$ cat src/rtl/game_pkg.sv
// rtl/game_pkg.sv - shared encodings, board geometry and FSM states for cell_reveal
package game_pkg;

  localparam int MINES_EASY   = 10;
  localparam int MINES_MEDIUM = 15;
  localparam int MINES_HARD   = 40;

  localparam logic [1:0] LVL_MEDIUM = 2'd2;
  localparam logic [1:0] LVL_HARD   = 2'd3;

  localparam logic [3:0] CELL_FLAG   = 4'd9;
  localparam logic [3:0] CELL_MINE   = 4'd10;
  localparam logic [3:0] CELL_HIDDEN = 4'd15;

  typedef enum logic [2:0] {
    IDLE,
    FLAG_WR,
    MINE_WR,
    SCAN,
    WRITE,
    OVER
  } state_e;

  function automatic logic [4:0] board_size(input logic [1:0] lvl);
    case (lvl)
      LVL_HARD:   board_size = 5'd16;
      LVL_MEDIUM: board_size = 5'd10;
      default:    board_size = 5'd8;
    endcase
  endfunction

  function automatic logic [8:0] safe_cells(input logic [1:0] lvl);
    case (lvl)
      LVL_HARD:   safe_cells = 9'(16 * 16 - MINES_HARD);
      LVL_MEDIUM: safe_cells = 9'(10 * 10 - MINES_MEDIUM);
      default:    safe_cells = 9'(8 * 8 - MINES_EASY);
    endcase
  endfunction

  // Scan order: top row left to right, middle row left/right, bottom row left to right.
  function automatic logic signed [5:0] nb_dx(input logic [2:0] idx);
    case (idx)
      3'd0, 3'd3, 3'd5: nb_dx = -6'sd1;
      3'd1, 3'd6:       nb_dx = 6'sd0;
      default:          nb_dx = 6'sd1;
    endcase
  endfunction

  function automatic logic signed [5:0] nb_dy(input logic [2:0] idx);
    case (idx)
      3'd0, 3'd1, 3'd2: nb_dy = -6'sd1;
      3'd3, 3'd4:       nb_dy = 6'sd0;
      default:          nb_dy = 6'sd1;
    endcase
  endfunction

endpackage

$ cat src/rtl/board_bitmap.sv
// rtl/board_bitmap.sv - 16x16 single-bit cell memory with set/toggle write
module board_bitmap (
  input  logic       clk,
  input  logic       rst,
  input  logic       clr,
  input  logic       wr_en,
  input  logic       wr_toggle,
  input  logic [3:0] wr_x,
  input  logic [3:0] wr_y,
  input  logic [3:0] rd_x,
  input  logic [3:0] rd_y,
  output logic       rd_data
);

  logic [255:0] bits_q;
  logic [255:0] bits_d;

  always_comb begin
    bits_d = bits_q;
    if (clr) begin
      bits_d = '0;
    end else if (wr_en) begin
      bits_d[{wr_y, wr_x}] = wr_toggle ? ~bits_q[{wr_y, wr_x}] : 1'b1;
    end
  end

  always_ff @(posedge clk or posedge rst) begin
    if (rst) begin
      bits_q <= '0;
    end else begin
      bits_q <= bits_d;
    end
  end

  assign rd_data = bits_q[{rd_y, rd_x}];

endmodule

$ cat src/rtl/cell_reveal.sv
// rtl/cell_reveal.sv - click handling, 8-neighbour mine scan and win/loss tracking
module cell_reveal
  import game_pkg::*;
(
  input  logic       clk,
  input  logic       rst,
  input  logic [4:0] button_ind_x_in,
  input  logic [4:0] button_ind_y_in,
  input  logic       explode,
  input  logic       mark_flag,
  input  logic       click_valid,
  input  logic [1:0] level,
  input  logic       new_game,
  output logic [4:0] mine_rd_x,
  output logic [4:0] mine_rd_y,
  input  logic       mine_rd_data,
  output logic       cell_wr_en,
  output logic [4:0] cell_wr_x,
  output logic [4:0] cell_wr_y,
  output logic [3:0] cell_wr_state,
  output logic       busy,
  output logic       game_lost,
  output logic       game_won,
  output logic [8:0] revealed_cnt
);

  state_e      state_q, state_d;
  logic [4:0]  x_q, x_d, y_q, y_d;
  logic [1:0]  lvl_q, lvl_d;
  logic [2:0]  step_q, step_d;
  logic [3:0]  count_q, count_d;
  logic [8:0]  revealed_cnt_q, revealed_cnt_d;
  logic        game_lost_q, game_lost_d;
  logic        game_won_q, game_won_d;

  logic        rev_rd, flag_rd;
  logic        rev_set, flag_tgl;
  logic [3:0]  bm_x, bm_y;
  logic [4:0]  click_size, cur_size;
  logic        click_in_board;
  logic signed [5:0] nb_x, nb_y;
  logic        nb_in;

  // In IDLE the bitmaps are addressed by the incoming click; afterwards by the latched cell.
  assign bm_x = (state_q == IDLE) ? button_ind_x_in[3:0] : x_q[3:0];
  assign bm_y = (state_q == IDLE) ? button_ind_y_in[3:0] : y_q[3:0];

  board_bitmap u_revealed (
    .clk       (clk),
    .rst       (rst),
    .clr       (new_game),
    .wr_en     (rev_set),
    .wr_toggle (1'b0),
    .wr_x      (bm_x),
    .wr_y      (bm_y),
    .rd_x      (bm_x),
    .rd_y      (bm_y),
    .rd_data   (rev_rd)
  );

  board_bitmap u_flagged (
    .clk       (clk),
    .rst       (rst),
    .clr       (new_game),
    .wr_en     (flag_tgl),
    .wr_toggle (1'b1),
    .wr_x      (bm_x),
    .wr_y      (bm_y),
    .rd_x      (bm_x),
    .rd_y      (bm_y),
    .rd_data   (flag_rd)
  );

  always_comb begin
    click_size     = board_size(level);
    cur_size       = board_size(lvl_q);
    click_in_board = (button_ind_x_in < click_size) && (button_ind_y_in < click_size);
    nb_x  = $signed({1'b0, x_q}) + nb_dx(step_q);
    nb_y  = $signed({1'b0, y_q}) + nb_dy(step_q);
    nb_in = !nb_x[5] && !nb_y[5] && (nb_x[4:0] < cur_size) && (nb_y[4:0] < cur_size);
  end

  always_comb begin
    state_d        = state_q;
    x_d            = x_q;
    y_d            = y_q;
    lvl_d          = lvl_q;
    step_d         = step_q;
    count_d        = count_q;
    revealed_cnt_d = revealed_cnt_q;
    game_lost_d    = game_lost_q;
    game_won_d     = game_won_q;
    flag_tgl       = 1'b0;
    rev_set        = 1'b0;
    mine_rd_x      = 5'd0;
    mine_rd_y      = 5'd0;
    cell_wr_en     = 1'b0;
    cell_wr_x      = 5'd0;
    cell_wr_y      = 5'd0;
    cell_wr_state  = 4'd0;
    busy           = 1'b0;

    unique case (state_q)
      IDLE: begin
        if (click_valid && click_in_board) begin
          x_d   = button_ind_x_in;
          y_d   = button_ind_y_in;
          lvl_d = level;
          if (mark_flag) begin
            if (!rev_rd) begin
              flag_tgl = 1'b1;
              state_d  = FLAG_WR;
            end
          end else if (!flag_rd && !rev_rd) begin
            if (explode) begin
              game_lost_d = 1'b1;
              state_d     = MINE_WR;
            end else begin
              step_d  = 3'd0;
              count_d = 4'd0;
              state_d = SCAN;
            end
          end
        end
      end
      FLAG_WR: begin
        cell_wr_en    = 1'b1;
        cell_wr_x     = x_q;
        cell_wr_y     = y_q;
        cell_wr_state = flag_rd ? CELL_FLAG : CELL_HIDDEN;
        state_d       = IDLE;
      end
      MINE_WR: begin
        cell_wr_en    = 1'b1;
        cell_wr_x     = x_q;
        cell_wr_y     = y_q;
        cell_wr_state = CELL_MINE;
        state_d       = OVER;
      end
      SCAN: begin
        busy      = 1'b1;
        mine_rd_x = nb_in ? nb_x[4:0] : x_q;
        mine_rd_y = nb_in ? nb_y[4:0] : y_q;
        count_d   = count_q + {3'b000, nb_in & mine_rd_data};
        step_d    = step_q + 3'd1;
        if (step_q == 3'd7) begin
          state_d = WRITE;
        end
      end
      WRITE: begin
        busy           = 1'b1;
        cell_wr_en     = 1'b1;
        cell_wr_x      = x_q;
        cell_wr_y      = y_q;
        cell_wr_state  = count_q;
        rev_set        = 1'b1;
        revealed_cnt_d = revealed_cnt_q + 9'd1;
        if (revealed_cnt_d == safe_cells(lvl_q)) begin
          game_won_d = 1'b1;
          state_d    = OVER;
        end else begin
          state_d = IDLE;
        end
      end
      OVER: begin
        state_d = OVER;
      end
      default: begin
        state_d = IDLE;
      end
    endcase

    if (new_game) begin
      state_d        = IDLE;
      x_d            = 5'd0;
      y_d            = 5'd0;
      lvl_d          = 2'd0;
      step_d         = 3'd0;
      count_d        = 4'd0;
      revealed_cnt_d = 9'd0;
      game_lost_d    = 1'b0;
      game_won_d     = 1'b0;
      flag_tgl       = 1'b0;
      rev_set        = 1'b0;
    end
  end

  always_ff @(posedge clk or posedge rst) begin
    if (rst) begin
      state_q        <= IDLE;
      x_q            <= 5'd0;
      y_q            <= 5'd0;
      lvl_q          <= 2'd0;
      step_q         <= 3'd0;
      count_q        <= 4'd0;
      revealed_cnt_q <= 9'd0;
      game_lost_q    <= 1'b0;
      game_won_q     <= 1'b0;
    end else begin
      state_q        <= state_d;
      x_q            <= x_d;
      y_q            <= y_d;
      lvl_q          <= lvl_d;
      step_q         <= step_d;
      count_q        <= count_d;
      revealed_cnt_q <= revealed_cnt_d;
      game_lost_q    <= game_lost_d;
      game_won_q     <= game_won_d;
    end
  end

  assign game_lost    = game_lost_q;
  assign game_won     = game_won_q;
  assign revealed_cnt = revealed_cnt_q;

endmodule

$ cat config.mk
export PLATFORM = sky130hd
export DESIGN_NAME = cell_reveal
export DESIGN_NICKNAME = d
export VERILOG_FILES = /design/src/rtl/game_pkg.sv /design/src/rtl/board_bitmap.sv /design/src/rtl/cell_reveal.sv
export SDC_FILE = /design/constraint.sdc
export NUM_CORES = 2
export LEC_CHECK = 0
export BUFFER_PORTS_ARGS = -buffer_cell sky130_fd_sc_hd__buf_2
export CORE_ASPECT_RATIO = 1.25
export CORE_MARGIN = 2
export CORE_UTILIZATION = 56
export DETAILED_ROUTE_END_ITERATION = 7
export GPL_TIMING_DRIVEN = 0
export PLACE_DENSITY = 0.75
export SYNTH_ARGS = -nofsm -noshare
export SYNTH_HDL_FRONTEND = slang
export SYNTH_HIERARCHICAL = 1
export SYNTH_SLANG_ARGS = --single-unit
$ cat constraint.sdc
create_clock -name clk -period 11.44 [get_ports clk]
set_clock_uncertainty 0.2 [all_clocks]
set_input_delay 0 -clock clk [delete_from_list [all_inputs] [get_ports clk]]
set_output_delay 0 -clock clk [all_outputs]
set_load 0.05 [all_outputs]
==> flow_metrics.tcl <==
set metrics [dict create \
    synth-seq-cells 545 \
    setup_viol_count_final 0 \
    drc_errors 0 \
    dieArea_mm2 0.0658 \
    synth_edf_count 0 \
    start_util_pct 56.5 \
    drt_first_pass_iters 6 \
    cts_max_level 2 \
    ir_drop_v 0.000124 \
    rows 103 \
    period_share_pct 90.2 \
    drv_cap 0 \
    grt_busiest_layer "met2" \
    cts_tree "yes" \
    routed_wl_um 151000 \
    cp-start-kind "flip-flop" \
    slew_violations 0 \
    grt_pass1_vias 33100 \
    num_io_pins 56 \
    powerDensity_mw_per_mm2 119 \
    synthArstFlopShare_pct 100 \
    cts_buffer_depth 3 \
    cts_resized 0 \
    postSynthAreaPerCell_um2 10.7 \
    timing.fmax_mhz 96.9 \
    crit_start "state_q[1]$_DFFE_PP0P_" \
    worst_pin_slew_ps 1370 \
    path_clk_slew_ps 70 \
    slew_headroom_pct 8.54 \
    yosysWarnings 6 \
    ys_seq_area_share_pct 38.2 \
    status "finished clean" \
    synth_cell_types 67 \
    cp.required_ps 11810 \
    fillCellCount 5210 \
    crit_type "flip-flop to flip-flop" \
    clkLatencyLatePin_ps 670 \
    die_y_um 286 \
    antenna_found_initial 3 \
    die_x_um 230 \
    via_count 33600 \
    mostFrequentLayoutCells "a21oi_1, dfrtp_1, nor2_1, clkbuf_1, o31a_1" \
    crit_fanout 10 \
    post-route-min-period_ps 10320 \
    drt-vias-per-instance 7.65 \
    dp_cells 4242 \
    core_mm2 0.0631 \
    grt_pass1_wl_um 220000 \
    dp_hpwl_um 101000 \
    cts_made_buffers 59 \
    ys.flop_type "dfrtp_1" \
    area_delta_synth_final_pct 11.1 \
    first_iter_violations 5194 \
    cp_data_arrival_time_ps 10690 \
    hold_viol_final 0 \
    setup_ws_ps 1120 \
    met3_usage_pct 15.6 \
    hold_class "primary input to flip-flop" \
    routabilityCongestion 1.06 \
    cts_root_buffer "clkbuf_16" \
    drive_above_1_share_pct 20.7 \
    final_antenna_net_count 0 \
    rsz0062_at_grt "false" \
    r2r_start "state_q[1]$_DFFE_PP0P_" \
    synthCells 3339 \
    io_buffers 55 \
    cts.sinks 545 \
    wl_per_cell_um 34.5 \
    grt.met2_usage_pct 68.4 \
    grtUsageMet1_pct 52.5 \
    setup_tns_ps 0 \
    finalNetCount 3544 \
    globalRouteOverflowTotal 0 \
    post_cts_buffers 0 \
    fin_cells 4389 \
    grt_max_degree 108 \
    endpoint_kind "flip-flop" \
    grt_usage_pct 45.5 \
    min_from "button_ind_x_in[2]" \
    final_common_cell "a21oi_1" \
    dp_slack_ps 1110 \
    netlist_area_mm2 0.0357 \
    p_leak_nw 14.9 \
]
## flip-flops by register name (all words and copies together), names as in the netlist, 3 cells and up
register	flops
u_revealed/bits_q	256
step_q	3
x_q	5
count_q	4
u_flagged/bits_q	256
y_q	5
revealed_cnt	9
state_q	3
## power breakdown
| part | internal, mW | switching [mW] | total (mW) |
|---|---|---|---|
| Combinational | 0.181 | 0.513 | 0.694 |
| Sequential | 1.93 | 0.00383 | 1.93 |
| Clock | 1.21 | 0.863 | 2.07 |
| Total | 3.32 | 1.38 | 4.70 |
## metrics by stage
stage               total power, mW  hold slack [ps]  util, %  cell area [um2]
floorplan                      2.39            -71.1        -            35700
global placement               2.60             72.0     58.7            37000
detailed placement             2.61            -34.6     59.0            37200
CTS                            4.66             12.3     62.7            39600
global route                   4.79             49.7     62.8            39700
finish                         4.70             17.0     62.8            39700
## cell families after synthesis
family                   Yosys count  share of synthesized area [%]
adder cells (fa/ha/maj)           29                           1.06
buffers and inverters            402                           5.66
XOR/XNOR                          16                          0.392
other                              2                         0.0210
AO/OA/AOI/OAI                   1284                           28.2
AND/OR/NAND/NOR                  743                           9.45
multiplexers                     318                           17.1
flip-flops                       545                           38.2
## cell type report
| cell class | instances | area [um2] | share of cell area [%] |
|---|---|---|---|
| repair buffers | 94 | 761 | 1.92 |
| inverters | 25 | 109 | 0.274 |
| well taps | 840 | 1050 | 2.65 |
| flip-flops and latches | 545 | 13600 | 34.4 |
| diodes | 2 | 5.00 | 0.0126 |
| clock buffers | 76 | 1630 | 4.11 |
| multi-input cells | 2394 | 20100 | 50.7 |
| plain buffers | 377 | 1930 | 4.85 |
| clock inverters | 36 | 445 | 1.12 |
## path summary, 6_finish.rpt
check / cells after the start / slack [ps] / endpoint
setup / recovery: 21 / 1120 / u_flagged/bits_q[136]$_DFFE_PP0P_
hold / removal: 4 / 20 / x_q[2]$_DFFE_PP0P_
setup reg to reg: 21 / 1120 / u_flagged/bits_q[136]$_DFFE_PP0P_
hold reg to reg: 1 / 300 / count_q[3]$_DFFE_PP0P_
max in group asynchronous: 7 / 8660 / u_revealed/bits_q[129]$_DFFE_PP0P_
min in group asynchronous: 4 / 210 / revealed_cnt[2]$_DFFE_PP0P_
## routing by layer
| metal | share of wire, % | routed length [um] | vias up |
|---|---|---|---|
| met5 | 0.021 | 32 | - |
| met4 | 11 | 16600 | 4 |
| met3 | 13 | 19300 | 1005 |
| met2 | 44 | 66000 | 2846 |
| met1 | 33 | 49400 | 16400 |
| li1 | - | - | 13300 |
## timing repair
item                       4_1_cts  5_1_grt
hold buffers                    31        1
hold endpoints to repair       505        8
setup endpoints to repair        0        0
## worst max-delay path: stages, from the launching register on
cell	delay (ps)
dfrtp_1	370
clkbuf_1	210
nor3_1	1000
clkbuf_1	540
nand2_1	130
o21ai_2	360
buf_8	250
clkbuf_1	510
clkbuf_1	470
clkbuf_1	950
mux4_2	420
a22oi_1	150
a21oi_1	120
nor4_2	640
nor3b_1	100
or4_1	760
nor4b_2	730
clkbuf_1	360
and2_0	380
clkbuf_1	1050
a21oi_1	200
a311oi_2	280
## cell usage after synthesis (25+ instances only)
cell type / instances / area [um2]
a21oi_1: 586 / 2930
a22oi_1: 82 / 616
a311oi_1: 58 / 508
a311oi_2: 198 / 2970
and2_0: 32 / 200
buf_2: 36 / 180
buf_6: 53 / 597
clkbuf_1: 258 / 968
dfrtp_1: 545 / 13600
ha_1: 27 / 338
inv_1: 25 / 93.8
mux2i_1: 77 / 771
mux4_2: 232 / 5230
nand2_1: 142 / 533
nand2b_1: 29 / 181
nor2_1: 363 / 1360
nor2b_1: 37 / 231
nor3_1: 34 / 170
o31a_1: 256 / 2240
Note: power is estimated with default switching activity, not from simulation.
